$ cat src/rtl/vga_sync_gen_pkg.sv
// vga_sync_gen_pkg
//   Shared raster timing constants for the VGA output path: default
//   640x480@60 timing, default sync polarity, position and frame counter
//   widths, plus a small helper for half-open window tests.
//   Downstream pixel stages import this package to stay in step with the
//   sync generator.
package vga_sync_gen_pkg;

   localparam int POS_W     = 10;
   localparam int FRAME_W   = 8;
   localparam int POS_LIMIT = 1 << POS_W;

   localparam int DEF_H_VISIBLE = 640;
   localparam int DEF_H_FRONT   = 16;
   localparam int DEF_H_SYNC    = 96;
   localparam int DEF_H_BACK    = 48;
   localparam int DEF_H_TOTAL   = DEF_H_VISIBLE + DEF_H_FRONT + DEF_H_SYNC + DEF_H_BACK;

   localparam int DEF_V_VISIBLE = 480;
   localparam int DEF_V_FRONT   = 10;
   localparam int DEF_V_SYNC    = 2;
   localparam int DEF_V_BACK    = 33;
   localparam int DEF_V_TOTAL   = DEF_V_VISIBLE + DEF_V_FRONT + DEF_V_SYNC + DEF_V_BACK;

   localparam bit DEF_SYNC_ACTIVE_LOW = 1'b1;

   // True when lo <= pos < lo+len.
   function automatic logic in_window(input logic [POS_W-1:0] pos, input int lo, input int len);
      int p;
      p = int'(pos);
      return (p >= lo) && (p < lo + len);
   endfunction

endpackage

$ cat src/rtl/vga_sync_gen_wrap_counter.sv
// wrap_counter
//   Up-counter that advances on en_i and wraps from MAX to 0.
//   Ports:
//     clk_i, rst_n_i  clock, asynchronous active-low reset (count -> RST_VAL)
//     en_i            advance enable
//     count_o         registered count
//     count_next_o    value the count takes on the next edge
//     wrap_o          high when the next edge wraps MAX -> 0
//   count_next_o lets the parent register decoded flags that line up with
//   the new count on the same edge.
module wrap_counter #(
   parameter int W       = 10,
   parameter int MAX     = 799,
   parameter int RST_VAL = MAX
) (
   input  logic         clk_i,
   input  logic         rst_n_i,
   input  logic         en_i,
   output logic [W-1:0] count_o,
   output logic [W-1:0] count_next_o,
   output logic         wrap_o
);

   localparam logic [W-1:0] MAX_C = W'(MAX);
   localparam logic [W-1:0] RST_C = W'(RST_VAL);

   logic [W-1:0] count_q, count_d;
   logic         wrap_d;

   always_comb begin
      wrap_d  = en_i && (count_q == MAX_C);
      count_d = count_q;
      if (wrap_d) begin
         count_d = '0;
      end else if (en_i) begin
         count_d = count_q + 1'b1;
      end
   end

   always_ff @(posedge clk_i or negedge rst_n_i) begin
      if (!rst_n_i) begin
         count_q <= RST_C;
      end else begin
         count_q <= count_d;
      end
   end

   assign count_o      = count_q;
   assign count_next_o = count_d;
   assign wrap_o       = wrap_d;

endmodule

$ cat src/rtl/vga_sync_gen.sv
// vga_sync_gen
//   Raster timing generator: pixel position, visible flag, hsync/vsync,
//   line/frame start strobes and an 8-bit frame counter. Every output is
//   registered from the next-position values, so all outputs in a cycle
//   describe the same pixel.
//   Ports:
//     i_clk, i_rst_n   pixel clock, asynchronous active-low reset
//     i_ce             pixel advance enable
//     o_hpos, o_vpos   current column / line
//     o_visible        inside the active area
//     o_hsync, o_vsync sync pulses, polarity set by SYNC_ACTIVE_LOW
//     o_line_start     one-clock strobe when hpos enters 0
//     o_frame_start    one-clock strobe when position enters (0,0)
//     o_frame          frame counter, wraps 255 -> 0
module vga_sync_gen
   import vga_sync_gen_pkg::*;
#(
   parameter int H_VISIBLE       = DEF_H_VISIBLE,
   parameter int H_FRONT         = DEF_H_FRONT,
   parameter int H_SYNC          = DEF_H_SYNC,
   parameter int H_BACK          = DEF_H_BACK,
   parameter int V_VISIBLE       = DEF_V_VISIBLE,
   parameter int V_FRONT         = DEF_V_FRONT,
   parameter int V_SYNC          = DEF_V_SYNC,
   parameter int V_BACK          = DEF_V_BACK,
   parameter bit SYNC_ACTIVE_LOW = DEF_SYNC_ACTIVE_LOW
) (
   input  logic               i_clk,
   input  logic               i_rst_n,
   input  logic               i_ce,
   output logic [POS_W-1:0]   o_hpos,
   output logic [POS_W-1:0]   o_vpos,
   output logic               o_visible,
   output logic               o_hsync,
   output logic               o_vsync,
   output logic               o_line_start,
   output logic               o_frame_start,
   output logic [FRAME_W-1:0] o_frame
);

   localparam int H_TOTAL = H_VISIBLE + H_FRONT + H_SYNC + H_BACK;
   localparam int V_TOTAL = V_VISIBLE + V_FRONT + V_SYNC + V_BACK;
   localparam logic [POS_W-1:0] V_LAST = POS_W'(V_TOTAL - 1);
   localparam logic SYNC_IDLE = SYNC_ACTIVE_LOW;

   if (H_TOTAL > POS_LIMIT) begin : g_h_total_check
      $error("vga_sync_gen: H_TOTAL=%0d exceeds %0d", H_TOTAL, POS_LIMIT);
   end
   if (V_TOTAL > POS_LIMIT) begin : g_v_total_check
      $error("vga_sync_gen: V_TOTAL=%0d exceeds %0d", V_TOTAL, POS_LIMIT);
   end

   logic [POS_W-1:0] hpos, hpos_next, vpos, vpos_next;
   logic             h_wrap, v_wrap;

   wrap_counter #(.W(POS_W), .MAX(H_TOTAL - 1)) u_hcnt (
      .clk_i       (i_clk),
      .rst_n_i     (i_rst_n),
      .en_i        (i_ce),
      .count_o     (hpos),
      .count_next_o(hpos_next),
      .wrap_o      (h_wrap)
   );

   // Vertical counter steps only on the horizontal wrap, so vsync and
   // vpos change on the same edge as hpos returns to 0.
   wrap_counter #(.W(POS_W), .MAX(V_TOTAL - 1)) u_vcnt (
      .clk_i       (i_clk),
      .rst_n_i     (i_rst_n),
      .en_i        (h_wrap),
      .count_o     (vpos),
      .count_next_o(vpos_next),
      .wrap_o      ()
   );

   assign v_wrap = h_wrap && (vpos == V_LAST);

   logic               visible_d, hsync_d, vsync_d;
   logic [FRAME_W-1:0] frame_d;
   logic               visible_q, hsync_q, vsync_q;
   logic               line_start_q, frame_start_q, started_q;
   logic [FRAME_W-1:0] frame_q;

   always_comb begin
      visible_d = (int'(hpos_next) < H_VISIBLE) && (int'(vpos_next) < V_VISIBLE);
      hsync_d   = in_window(hpos_next, H_VISIBLE + H_FRONT, H_SYNC) ^ SYNC_ACTIVE_LOW;
      vsync_d   = in_window(vpos_next, V_VISIBLE + V_FRONT, V_SYNC) ^ SYNC_ACTIVE_LOW;
      // The wrap out of the reset parking position (last pixel of the
      // last line) starts frame 0, so it does not count as a completed frame.
      frame_d   = frame_q;
      if (v_wrap && started_q) begin
         frame_d = frame_q + 1'b1;
      end
   end

   always_ff @(posedge i_clk or negedge i_rst_n) begin
      if (!i_rst_n) begin
         visible_q     <= 1'b0;
         hsync_q       <= SYNC_IDLE;
         vsync_q       <= SYNC_IDLE;
         line_start_q  <= 1'b0;
         frame_start_q <= 1'b0;
         started_q     <= 1'b0;
         frame_q       <= '0;
      end else begin
         visible_q     <= visible_d;
         hsync_q       <= hsync_d;
         vsync_q       <= vsync_d;
         line_start_q  <= h_wrap;
         frame_start_q <= v_wrap;
         started_q     <= started_q | i_ce;
         frame_q       <= frame_d;
      end
   end

   assign o_hpos        = hpos;
   assign o_vpos        = vpos;
   assign o_visible     = visible_q;
   assign o_hsync       = hsync_q;
   assign o_vsync       = vsync_q;
   assign o_line_start  = line_start_q;
   assign o_frame_start = frame_start_q;
   assign o_frame       = frame_q;

endmodule

$ cat config.mk
export PLATFORM = sky130hd
export DESIGN_NAME = vga_sync_gen
export DESIGN_NICKNAME = d
export VERILOG_FILES = /design/src/rtl/vga_sync_gen_pkg.sv /design/src/rtl/vga_sync_gen_wrap_counter.sv /design/src/rtl/vga_sync_gen.sv
export SDC_FILE = /design/constraint.sdc
export NUM_CORES = 1
export LEC_CHECK = 0
export ABC_AREA = 1
export CAP_MARGIN = 20
export CORE_UTILIZATION = 55
export DETAILED_ROUTE_END_ITERATION = 7
export GPL_TIMING_DRIVEN = 0
export MAX_ROUTING_LAYER = met4
export PLACE_DENSITY = 0.83
export SLEW_MARGIN = 0
export SYNTH_ARGS = -nofsm -noshare
export SYNTH_HDL_FRONTEND = slang
export SYNTH_SLANG_ARGS = --single-unit
$ cat constraint.sdc
create_clock -name i_clk -period 4 [get_ports i_clk]
set_input_delay 0.8 -clock i_clk [delete_from_list [all_inputs] [get_ports i_clk]]
set_output_delay 0.8 -clock i_clk [all_outputs]
set_load 0.03 [all_outputs]
Yosys cells after proc, flatten, opt, wreduce, memory -nomap -nowiden
Cells that the tools add are included.
{ "totals": {"register_bits": 34, "inputBits": 3} }
{ "classes": {"n_reduce_logical": 6, "n_mux": 4, "magnitude_cmp": 6, "eq_ne": 2, "add_sub_neg": 3, "n_bitwise": 3} }
{ "op_table": {"columns": ["cell", "count"], "rows": [
  ["$mux 10", 4],
  ["$add 10x1->10 const B", 2],
  ["$eq 10x10->1 const B", 2],
  ["$lt 10x10->1 const B", 2],
  ["$lt 10x9->1 const B", 2],
  ["$ge 10x10->1 const B", 1],
  ["$ge 10x9->1 const B", 1],
  ["$add 8x1->8 const B", 1],
  ["$logic_and 1x1->1", 6],
  ["$not 1->1", 2],
  ["$or 1x1->1", 1]
]} }

Logic depth before layout (Yosys ltp)
Gate-level depths: netlist (run 1).
{ "logic_depth": {"word_depth": 7, "depth_mapped": 13, "ltp_nobuf": 13} }

Cells and area by module
Synthesis (run 1) repeated with hierarchy kept, for this count alone.
{ "unflattened": {"hier_cells": 256, "hier_area_um2": 1994.4} }
{ "by_module_without_submodules": {"columns": ["mod", "seq_area_each_um2", "cells_each", "area_per_inst_um2", "n_inst"], "rows": [
  ["vga_sync_gen", 352.8, 104, 813.3, 1],
  ["wrap_counter (u_vcnt)", 254.0, 78, 594.3, 1],
  ["wrap_counter (u_hcnt)", 259.0, 74, 586.8, 1]
]} }

Worst setup path after synthesis (run 1)
No wires, ideal clock.
{ "synth_path": {"kind": "reg-to-reg", "start": "register u_hcnt.count_q[1] (netlist: u_hcnt.count_o[1])", "end": "register frame_q[2] (netlist: o_frame[2])", "path_stages_with_launch": 10, "required_time_ns": 3.866, "n_path_buf": 0, "arrival_ns": 1.762, "slack_ns": 2.104, "period_less_slack_ns": 1.896, "path_cell_list": "dfstp_2 -> ha_1 -> inv_1 -> nor2_8 -> nand2_2 -> nor2_4 -> nand4_2 -> nor2_2 -> nand2_1 -> xnor2_1"} }
{ "synth_between": {"elab_chain_cells": 4} }
{ "synth_lines": {"columns": ["element", "line_no", "source"], "rows": [
  ["start: declaration", "vga_sync_gen_wrap_counter.sv:27", "logic [W-1:0] count_q, count_d;"],
  ["start signal: assignment", "vga_sync_gen_wrap_counter.sv:44", "count_q <= count_d;"],
  ["$eq 10x10->1", "vga_sync_gen_wrap_counter.sv:31", "wrap_d = en_i && (count_q == MAX_C);"],
  ["$logic_and 1x1->1", "vga_sync_gen_wrap_counter.sv:31", null],
  ["$logic_and 1x1->1", "vga_sync_gen.sv:76", "assign v_wrap = h_wrap && (vpos == V_LAST);"],
  ["$logic_and 1x1->1", "vga_sync_gen.sv:91", "if (v_wrap && started_q) begin"],
  ["end signal: assignment", "vga_sync_gen.sv:112", "frame_q <= frame_d;"],
  ["end: declaration", "vga_sync_gen.sv:82", "logic [FRAME_W-1:0] frame_q;"]
]} }
Every way passes these cells.
A chain may end at the register's enable or synchronous reset.

Worst setup path after layout (run 1)
{ "layout_path": {"start": "register u_hcnt.count_q[3] (netlist: u_hcnt.count_o[3])", "end": "output port o_hpos[3]"} }
{ "layout_lines": {"columns": ["element", "line_no", "source"], "rows": [
  ["end: declaration", "vga_sync_gen.sv:31", "output logic [POS_W-1:0] o_hpos,"]
]} }
No word-level cell between the ends.

==> impl_metrics.xml, run 1 <==
<?xml version="1.0" encoding="UTF-8"?>
<metrics>
  <group name="routing">
    <metric name="drt_pass1_iterations" unit="">4</metric>
    <metric name="vias" unit="">1832</metric>
    <metric name="ant_nets" unit="">0</metric>
    <metric name="post_drt_wl_per_cell" unit="um">11.8</metric>
    <metric name="drc_errors" unit="">0</metric>
    <metric name="drt_first_iter_violations" unit="">88</metric>
    <metric name="via_per_inst" unit="">5.09</metric>
    <metric name="wirelength" unit="um">4240</metric>
  </group>
  <group name="synth">
    <metric name="synthAdderAreaFrac" unit="%">2.48</metric>
    <metric name="synth_top_family_by_area" unit="">simple AND/OR/NAND/NOR gates</metric>
    <metric name="synth.cell_area" unit="um2">2020</metric>
    <metric name="syn_area_per_cell" unit="um2">7.44</metric>
    <metric name="ys_async_sr_fraction" unit="%">100</metric>
    <metric name="yosysSeqAreaShare" unit="%">43.0</metric>
    <metric name="post_synth_and_or_nand_nor_area_fraction" unit="%">38.4</metric>
    <metric name="synthesis.yosys.warnings" unit="">0</metric>
    <metric name="synthesis.instances" unit="">271</metric>
    <metric name="yosys-mux-area-fraction" unit="%">0</metric>
    <metric name="synth_enable_flop_cells" unit="">0</metric>
    <metric name="syn-num-nets" unit="">278</metric>
    <metric name="yosys_register_bits" unit="">34</metric>
    <metric name="synth-compound-area-share" unit="%">1.49</metric>
    <metric name="synth_ff_type" unit="">dfrtp_1</metric>
    <metric name="synth_xor_xnor_area_share" unit="%">4.78</metric>
    <metric name="library_cells_used_by_synthesis" unit="">25</metric>
  </group>
  <group name="setup_path">
    <metric name="max_stage_delay" unit="ns">0.68</metric>
    <metric name="crit_fanout" unit="">5</metric>
    <metric name="worst_ep_arrival" unit="ns">1.63</metric>
    <metric name="crit_chain" unit="">clkdlybuf4s50_1</metric>
    <metric name="critical_path.slowest_cell" unit="">clkdlybuf4s50_1</metric>
    <metric name="cpLargestDelayFamily" unit="">buffers and inverters</metric>
    <metric name="worst_setup_path_end_kind" unit="">output pin</metric>
    <metric name="timing.critical_path.from_type" unit="">register</metric>
    <metric name="timing.critical_path.buf_inv" unit="">1</metric>
    <metric name="worstPathRequired" unit="ns">3.20</metric>
    <metric name="crit_type" unit="">reg2out</metric>
  </group>
  <group name="cts">
    <metric name="cts_htree_levels" unit="">2</metric>
    <metric name="cts-buffers-inserted" unit="">5</metric>
    <metric name="clk_path_buf_depth" unit="">2</metric>
    <metric name="ctsResizeCount" unit="">0</metric>
    <metric name="insertion_delay" unit="ns">0.34</metric>
    <metric name="numClockSinks" unit="">34</metric>
    <metric name="clock_root_buffer" unit="">clkbuf_4</metric>
    <metric name="cts.hold.buffers_added" unit="">0</metric>
    <metric name="tritoncts_clock_tree" unit="">yes</metric>
    <metric name="post_cts_clock_slew_at_the_launch_and_capture_registers_of_the_worst_setup_and_hold_paths" unit="ns">0.12</metric>
    <metric name="cts_setup_buffers" unit="">0</metric>
  </group>
  <group name="die">
    <metric name="die_height" unit="um">62.5</metric>
    <metric name="io_pins" unit="">36</metric>
    <metric name="design.core.area" unit="um2">3420</metric>
    <metric name="initial_core_util" unit="%">59.0</metric>
    <metric name="die-width" unit="um">62.5</metric>
    <metric name="die_area" unit="um2">3910</metric>
    <metric name="num_rows" unit="">21</metric>
  </group>
  <group name="pwr">
    <metric name="power_density" unit="nW/um2">397</metric>
    <metric name="clock_group_share_of_total_power" unit="%">20.9</metric>
    <metric name="power_switching" unit="mW">0.386</metric>
    <metric name="power.leakage" unit="nW">1.30</metric>
    <metric name="power.share.combinational" unit="%">34.2</metric>
    <metric name="netSwitchingFraction" unit="%">39.1</metric>
    <metric name="vdd_drop_max" unit="mV">0.325</metric>
    <metric name="internal_power" unit="mW">0.600</metric>
    <metric name="share_seq_of_total_power" unit="%">44.9</metric>
  </group>
  <group name="grt">
    <metric name="overflow" unit="">0</metric>
    <metric name="first_pass_grt_wire_length" unit="um">7510</metric>
    <metric name="grt_start_max_net_pins" unit="">35</metric>
    <metric name="grt_util_all_layers" unit="%">25.5</metric>
    <metric name="grt_antenna_before_repair" unit="">0</metric>
    <metric name="via_count_of_the_first_global_routing_pass" unit="">1725</metric>
  </group>
  <group name="place">
    <metric name="place.detailed.hpwl" unit="um">3190</metric>
    <metric name="place.gp.congestion" unit="">0.898</metric>
    <metric name="place_ws" unit="ns">1.34</metric>
    <metric name="placed_area" unit="um2">2420</metric>
    <metric name="port_buffers" unit="">35</metric>
  </group>
  <group name="sta">
    <metric name="tightestPinTransition" unit="ns">0.742</metric>
    <metric name="fin_worst_skew" unit="ns">0.0154</metric>
    <metric name="setup_ws" unit="ns">1.57</metric>
    <metric name="max_freq" unit="MHz">411</metric>
    <metric name="fin_crit_sh" unit="%">60.8</metric>
    <metric name="timing.final.hold_violations" unit="">0</metric>
    <metric name="report.final.slew_viol_count" unit="">0</metric>
    <metric name="rsz0062_at_grt" unit="">false</metric>
    <metric name="final.setup.tns" unit="ns">0</metric>
    <metric name="setup_viol" unit="">0</metric>
    <metric name="layout_min_cycle_time" unit="ns">2.43</metric>
    <metric name="max_slew_margin" unit="%">50.5</metric>
  </group>
  <group name="cells_and_area">
    <metric name="mostFrequentLayoutCells" unit="">nand2_1, inv_1, clkdlybuf4s50_1, nor2_1, nand3_1</metric>
    <metric name="area_growth" unit="%">23.2</metric>
    <metric name="fin_area" unit="um2">2480</metric>
    <metric name="num-nets-final" unit="">320</metric>
    <metric name="post-route-util" unit="%">72.7</metric>
    <metric name="antenna_cells_inserted" unit="">0</metric>
    <metric name="layout_commonest_cell" unit="">nand2_1</metric>
    <metric name="layout-drive-gt1-share" unit="%">13.4</metric>
  </group>
  <group name="min_path">
    <metric name="hp-class" unit="">in2async</metric>
  </group>
  <group name="run">
    <metric name="max_cap_viol_count" unit="">0</metric>
  </group>
  <group name="status">
    <metric name="status" unit="">finished clean</metric>
  </group>
</metrics>
sequential cells by signal (all words and copies together) (netlist names):
signal,cells
started_q,1
u_vcnt.count_o,10
o_vsync,1
o_line_start,1
o_frame_start,1
o_visible,1
u_hcnt.count_o,10
o_hsync,1
o_frame,8
power groups by stage:
stage | sequential, mW | clock [mW] | combinational [mW]
2_1_floorplan | 0.512 | 0 | 0.156
3_3_place_gp | 0.448 | 0 | 0.329
3_5_place_dp | 0.449 | 0 | 0.335
4_1_cts | 0.442 | 0.214 | 0.338
5_1_grt | 0.450 | 0.229 | 0.365
6_report | 0.442 | 0.207 | 0.337
Yosys cell counts, types with 3 or more instances:
cell type,number,area share (%)
a21oi_1,3,0.74
nand3_1,23,5.7
nand2_2,4,1.2
nand3_2,3,1.5
nor2_1,24,4.5
nor3_1,6,1.5
inv_2,3,0.56
dfrtp_1,22,27
nor2_2,3,0.93
nand4_1,8,2.5
dfstp_2,12,16
xor2_1,4,1.7
ha_1,4,2.5
xnor2_1,7,3.0
nor2_4,3,1.7
nand2_1,88,16
inv_1,46,8.6
worst paths after layout:
check                                    endpoint  cells after the start  slack (ns)              start
worst max-delay path                    o_hpos[3]                      1        1.57  u_hcnt.count_o[3]
worst min-delay path            u_vcnt.count_o[4]                      1        0.51            i_rst_n
worst max register to register         o_frame[5]                      8        1.95  u_hcnt.count_o[1]
worst min register to register         o_frame[7]                      2        0.53         o_frame[7]
max in group asynchronous              o_frame[5]                      1        3.01            i_rst_n
min in group i_clk                     o_frame[7]                      2        0.53         o_frame[7]
layer usage:
layer,track usage (%),routed length [um],vias to the layer above
met1,30.5,1950,852
li1,-,-,922
met5,-,0,-
met4,10.5,70,0
met3,8.39,264,7
met2,39.5,1950,51
cell families after synthesis:
group | count (synthesis)
AND/OR/NAND/NOR | 166
buffers and inverters | 51
adder cells (fa/ha/maj) | 4
flip-flops | 34
XOR/XNOR | 11
AO/OA/AOI/OAI | 5
through the flow:
stage                     hold WS, ns  cells  total power [mW]
after detailed placement        0.498    352             0.784
after floorplan                 0.504    271             0.668
after global routing            0.544    360              1.04
after global placement          0.500    352             0.777
after CTS                       0.525    360             0.994
final                           0.508    360             0.986
final cells by class:
type / count / area (um2)
clock buffers: 6 / 51.3
flip-flops and latches: 34 / 866
plain buffers: 2 / 16.3
repair buffers: 35 / 345
well taps: 46 / 57.6
inverters: 49 / 184
fillers: 279 / 933
multi-input cells: 186 / 950
clock inverters: 2 / 12.5
worst register-to-register path: stages, from the launching register on:
cell and delay [ns]:
dfstp_2 0.59, ha_1 0.20, inv_1 0.11, nor2_8 0.15, nand4_1 0.20, nor3_2 0.33, nand2_1 0.21, nand2_1 0.10
nand2_1 0.05
Note: power is estimated with default switching activity, not from simulation.
==> run 2, diff against run 1 <==
CORE_UTILIZATION = 47   (was 55)
PLACE_DENSITY = 0.75   (was 0.83)
clock period = 2 ns   (was 4 ns; I/O delays follow)
==> run 2 against run 1 <==
- clock-buffer cell count is 1 higher
- utilization shrank 8.0 points
- global-route usage shrank 3.8 points
- clock skew decreased by 0.0067 ns
- worst setup slack worse by 1.5 ns
- first-iteration DRC count fell by 28%
- non-clock buffer count up 5
- via count is 2.2% lower
- sequential power rose by 100%
- worst hold slack got worse by 0.34 ns
- sequential share of layout area shrank 1.8 points
- total power is 120% higher
- critical path type unchanged
- critical endpoint is now o_hpos[0]
- largest power group unchanged
==> impl_metrics.xml, run 2 (synthesized netlist as in run 1, its figures left out) <==
<?xml version="1.0" encoding="UTF-8"?>
<metrics>
  <group name="status">
    <metric name="status" unit="">finished clean</metric>
  </group>
  <group name="routing">
    <metric name="via_per_inst" unit="">4.86</metric>
    <metric name="wirelength" unit="um">4370</metric>
    <metric name="ant_nets" unit="">0</metric>
    <metric name="drc_errors" unit="">0</metric>
    <metric name="drt_first_iter_violations" unit="">63</metric>
    <metric name="vias" unit="">1792</metric>
    <metric name="drt_pass1_iterations" unit="">4</metric>
    <metric name="post_drt_wl_per_cell" unit="um">11.8</metric>
  </group>
  <group name="sta">
    <metric name="fin_crit_sh" unit="%">98.0</metric>
    <metric name="fin_worst_skew" unit="ns">0.00864</metric>
    <metric name="timing.final.hold_violations" unit="">0</metric>
    <metric name="final.setup.tns" unit="ns">0</metric>
    <metric name="layout_min_cycle_time" unit="ns">1.96</metric>
    <metric name="setup_viol" unit="">0</metric>
    <metric name="rsz0062_at_grt" unit="">false</metric>
    <metric name="max_slew_margin" unit="%">51.3</metric>
    <metric name="final_hold_slack" unit="ns">0.166</metric>
    <metric name="report.final.slew_viol_count" unit="">0</metric>
    <metric name="tightestPinTransition" unit="ns">0.730</metric>
    <metric name="max_freq" unit="MHz">510</metric>
    <metric name="setup_ws" unit="ns">0.0400</metric>
  </group>
  <group name="pwr">
    <metric name="power_density" unit="nW/um2">839</metric>
    <metric name="vdd_drop_max" unit="mV">0.685</metric>
    <metric name="power.leakage" unit="nW">1.38</metric>
    <metric name="post-layout-total-power" unit="mW">2.20</metric>
  </group>
  <group name="setup_path">
    <metric name="crit_chain" unit="">clkdlybuf4s50_1</metric>
    <metric name="worst_setup_path_end_kind" unit="">output pin</metric>
    <metric name="crit_type" unit="">reg2out</metric>
    <metric name="timing.critical_path.buf_inv" unit="">1</metric>
    <metric name="endpoint_of_the_worst_register_to_register_path" unit="">o_vsync</metric>
    <metric name="worst_ep_arrival" unit="ns">1.56</metric>
    <metric name="worstPathRequired" unit="ns">1.60</metric>
    <metric name="r2r_start" unit="">u_hcnt.count_o[0]</metric>
    <metric name="max_stage_delay" unit="ns">0.69</metric>
    <metric name="cpLargestDelayFamily" unit="">buffers and inverters</metric>
    <metric name="cp-startpoint" unit="">u_hcnt.count_o[0]</metric>
    <metric name="regToRegSetupSlack" unit="ns">0.11</metric>
    <metric name="timing.critical_path.from_type" unit="">register</metric>
    <metric name="setup.worst_path.end" unit="">o_hpos[0]</metric>
    <metric name="crit_fanout" unit="">4</metric>
    <metric name="r2r_cells" unit="">11</metric>
    <metric name="critical_path.slowest_cell" unit="">clkdlybuf4s50_1</metric>
    <metric name="timing.critical_path.depth" unit="">1</metric>
  </group>
  <group name="run">
    <metric name="max_cap_viol_count" unit="">0</metric>
  </group>
  <group name="die">
    <metric name="die-width" unit="um">67.5</metric>
    <metric name="num_rows" unit="">23</metric>
    <metric name="io_pins" unit="">36</metric>
    <metric name="initial_core_util" unit="%">49.7</metric>
    <metric name="die_area" unit="um2">4550</metric>
    <metric name="design.core.area" unit="um2">4060</metric>
    <metric name="die_height" unit="um">67.5</metric>
  </group>
  <group name="cts">
    <metric name="clock_root_buffer" unit="">clkbuf_8</metric>
    <metric name="cts.hold.buffers_added" unit="">0</metric>
    <metric name="cts-buffers-inserted" unit="">5</metric>
    <metric name="clk_path_buf_depth" unit="">2</metric>
    <metric name="tritoncts_clock_tree" unit="">yes</metric>
    <metric name="numClockSinks" unit="">34</metric>
    <metric name="cts_htree_levels" unit="">2</metric>
    <metric name="insertion_delay" unit="ns">0.29</metric>
    <metric name="post_cts_clock_slew_at_the_launch_and_capture_registers_of_the_worst_setup_and_hold_paths" unit="ns">0.07</metric>
  </group>
  <group name="place">
    <metric name="place.detailed.hpwl" unit="um">3130</metric>
    <metric name="place.gp.congestion" unit="">0.897</metric>
    <metric name="placed_area" unit="um2">2420</metric>
    <metric name="placed_cells_incl_taps" unit="">356</metric>
    <metric name="port_buffers" unit="">35</metric>
    <metric name="place_ws" unit="ns">-0.253</metric>
  </group>
  <group name="cells_and_area">
    <metric name="multi_input_comb_area" unit="um2">990</metric>
    <metric name="layout-drive-gt1-share" unit="%">15.4</metric>
    <metric name="area_growth" unit="%">30.2</metric>
    <metric name="final.fill_count" unit="">344</metric>
    <metric name="final_cell_count_no_fill" unit="">369</metric>
    <metric name="seqCellArea" unit="um2">867</metric>
    <metric name="fin_area" unit="um2">2620</metric>
    <metric name="layout_commonest_cell" unit="">nand2_1</metric>
    <metric name="mostFrequentLayoutCells" unit="">nand2_1, inv_1, clkdlybuf4s50_1, nor2_1, nand3_1</metric>
    <metric name="post-route-util" unit="%">64.7</metric>
    <metric name="antenna_cells_inserted" unit="">0</metric>
    <metric name="num-nets-final" unit="">325</metric>
  </group>
  <group name="grt">
    <metric name="grt_util_all_layers" unit="%">21.7</metric>
    <metric name="grt_antenna_before_repair" unit="">0</metric>
    <metric name="via_count_of_the_first_global_routing_pass" unit="">1616</metric>
    <metric name="grt_start_max_net_pins" unit="">35</metric>
    <metric name="overflow" unit="">0</metric>
    <metric name="first_pass_grt_wire_length" unit="um">7090</metric>
  </group>
  <group name="min_path">
    <metric name="hp-class" unit="">in2async</metric>
  </group>
</metrics>
run 2: cell types whose count changed in the layout (fill, tap and decap cells not counted), sizes merged:
cell,before,now
buf,3,8
bufinv,0,1
clkbuf,6,7
clkdlybuf4s50,34,31
clkinv,1,0
clkinvlp,1,0
dlymetal6s2s,0,3
run 2: how the worst min path moves through the flow:
stage | from | endpoint | slack [ns] | depth (start not counted)
after floorplan | i_rst_n | o_frame[0] | 0.10 | 0
after global placement | u_hcnt.count_o[1] | u_hcnt.count_o[1] | 0.50 | 2
after detailed placement | u_hcnt.count_o[1] | u_hcnt.count_o[1] | 0.51 | 2
after CTS | i_rst_n | o_frame[3] | 0.21 | 1
after global routing | i_rst_n | o_frame[6] | 0.24 | 1
final | i_rst_n | o_frame_start | 0.17 | 1
run 2: final cells by class:
cell class              count  share of cell area [%]
clock inverters             1                    1.14
flip-flops and latches     34                    33.0
plain buffers               2                   0.763
inverters                  49                    7.01
well taps                  50                    2.38
repair buffers             40                    15.0
clock buffers               7                    2.91
multi-input cells         186                    37.7
run 2: worst reg2reg max path: cells and delay by family (launching register included):
kind | cells | cell delay [ns]
fa+ha+maj | 1 | 0.16
buf+inv | 2 | 0.24
flops | 1 | 0.59
simple gates | 8 | 0.84
run 2: routing by layer:
metal  track usage, %  share of wire (%)
met2             34.8                 48
met4             7.18                1.3
met1             26.8                 47
met5                -                  0
met3             5.07                3.4
run 2: repair_timing:
action	in CTS	in global routing
pin swaps	0	4
endpoints found under the setup margin	5	12
setup buffers	0	5
gates resized for setup	1	13
gates cloned	0	0
run 2: power breakdown:
group	internal (mW)	switching, mW
Sequential	0.794	0.0978
Combinational	0.260	0.436
Clock	0.373	0.240
==> run 3, diff against run 2 <==
TNS_END_PERCENT = 5   (was default)
==> results of run 3 <==
The final DEF is identical to that of run 2; final timing and power are the same.
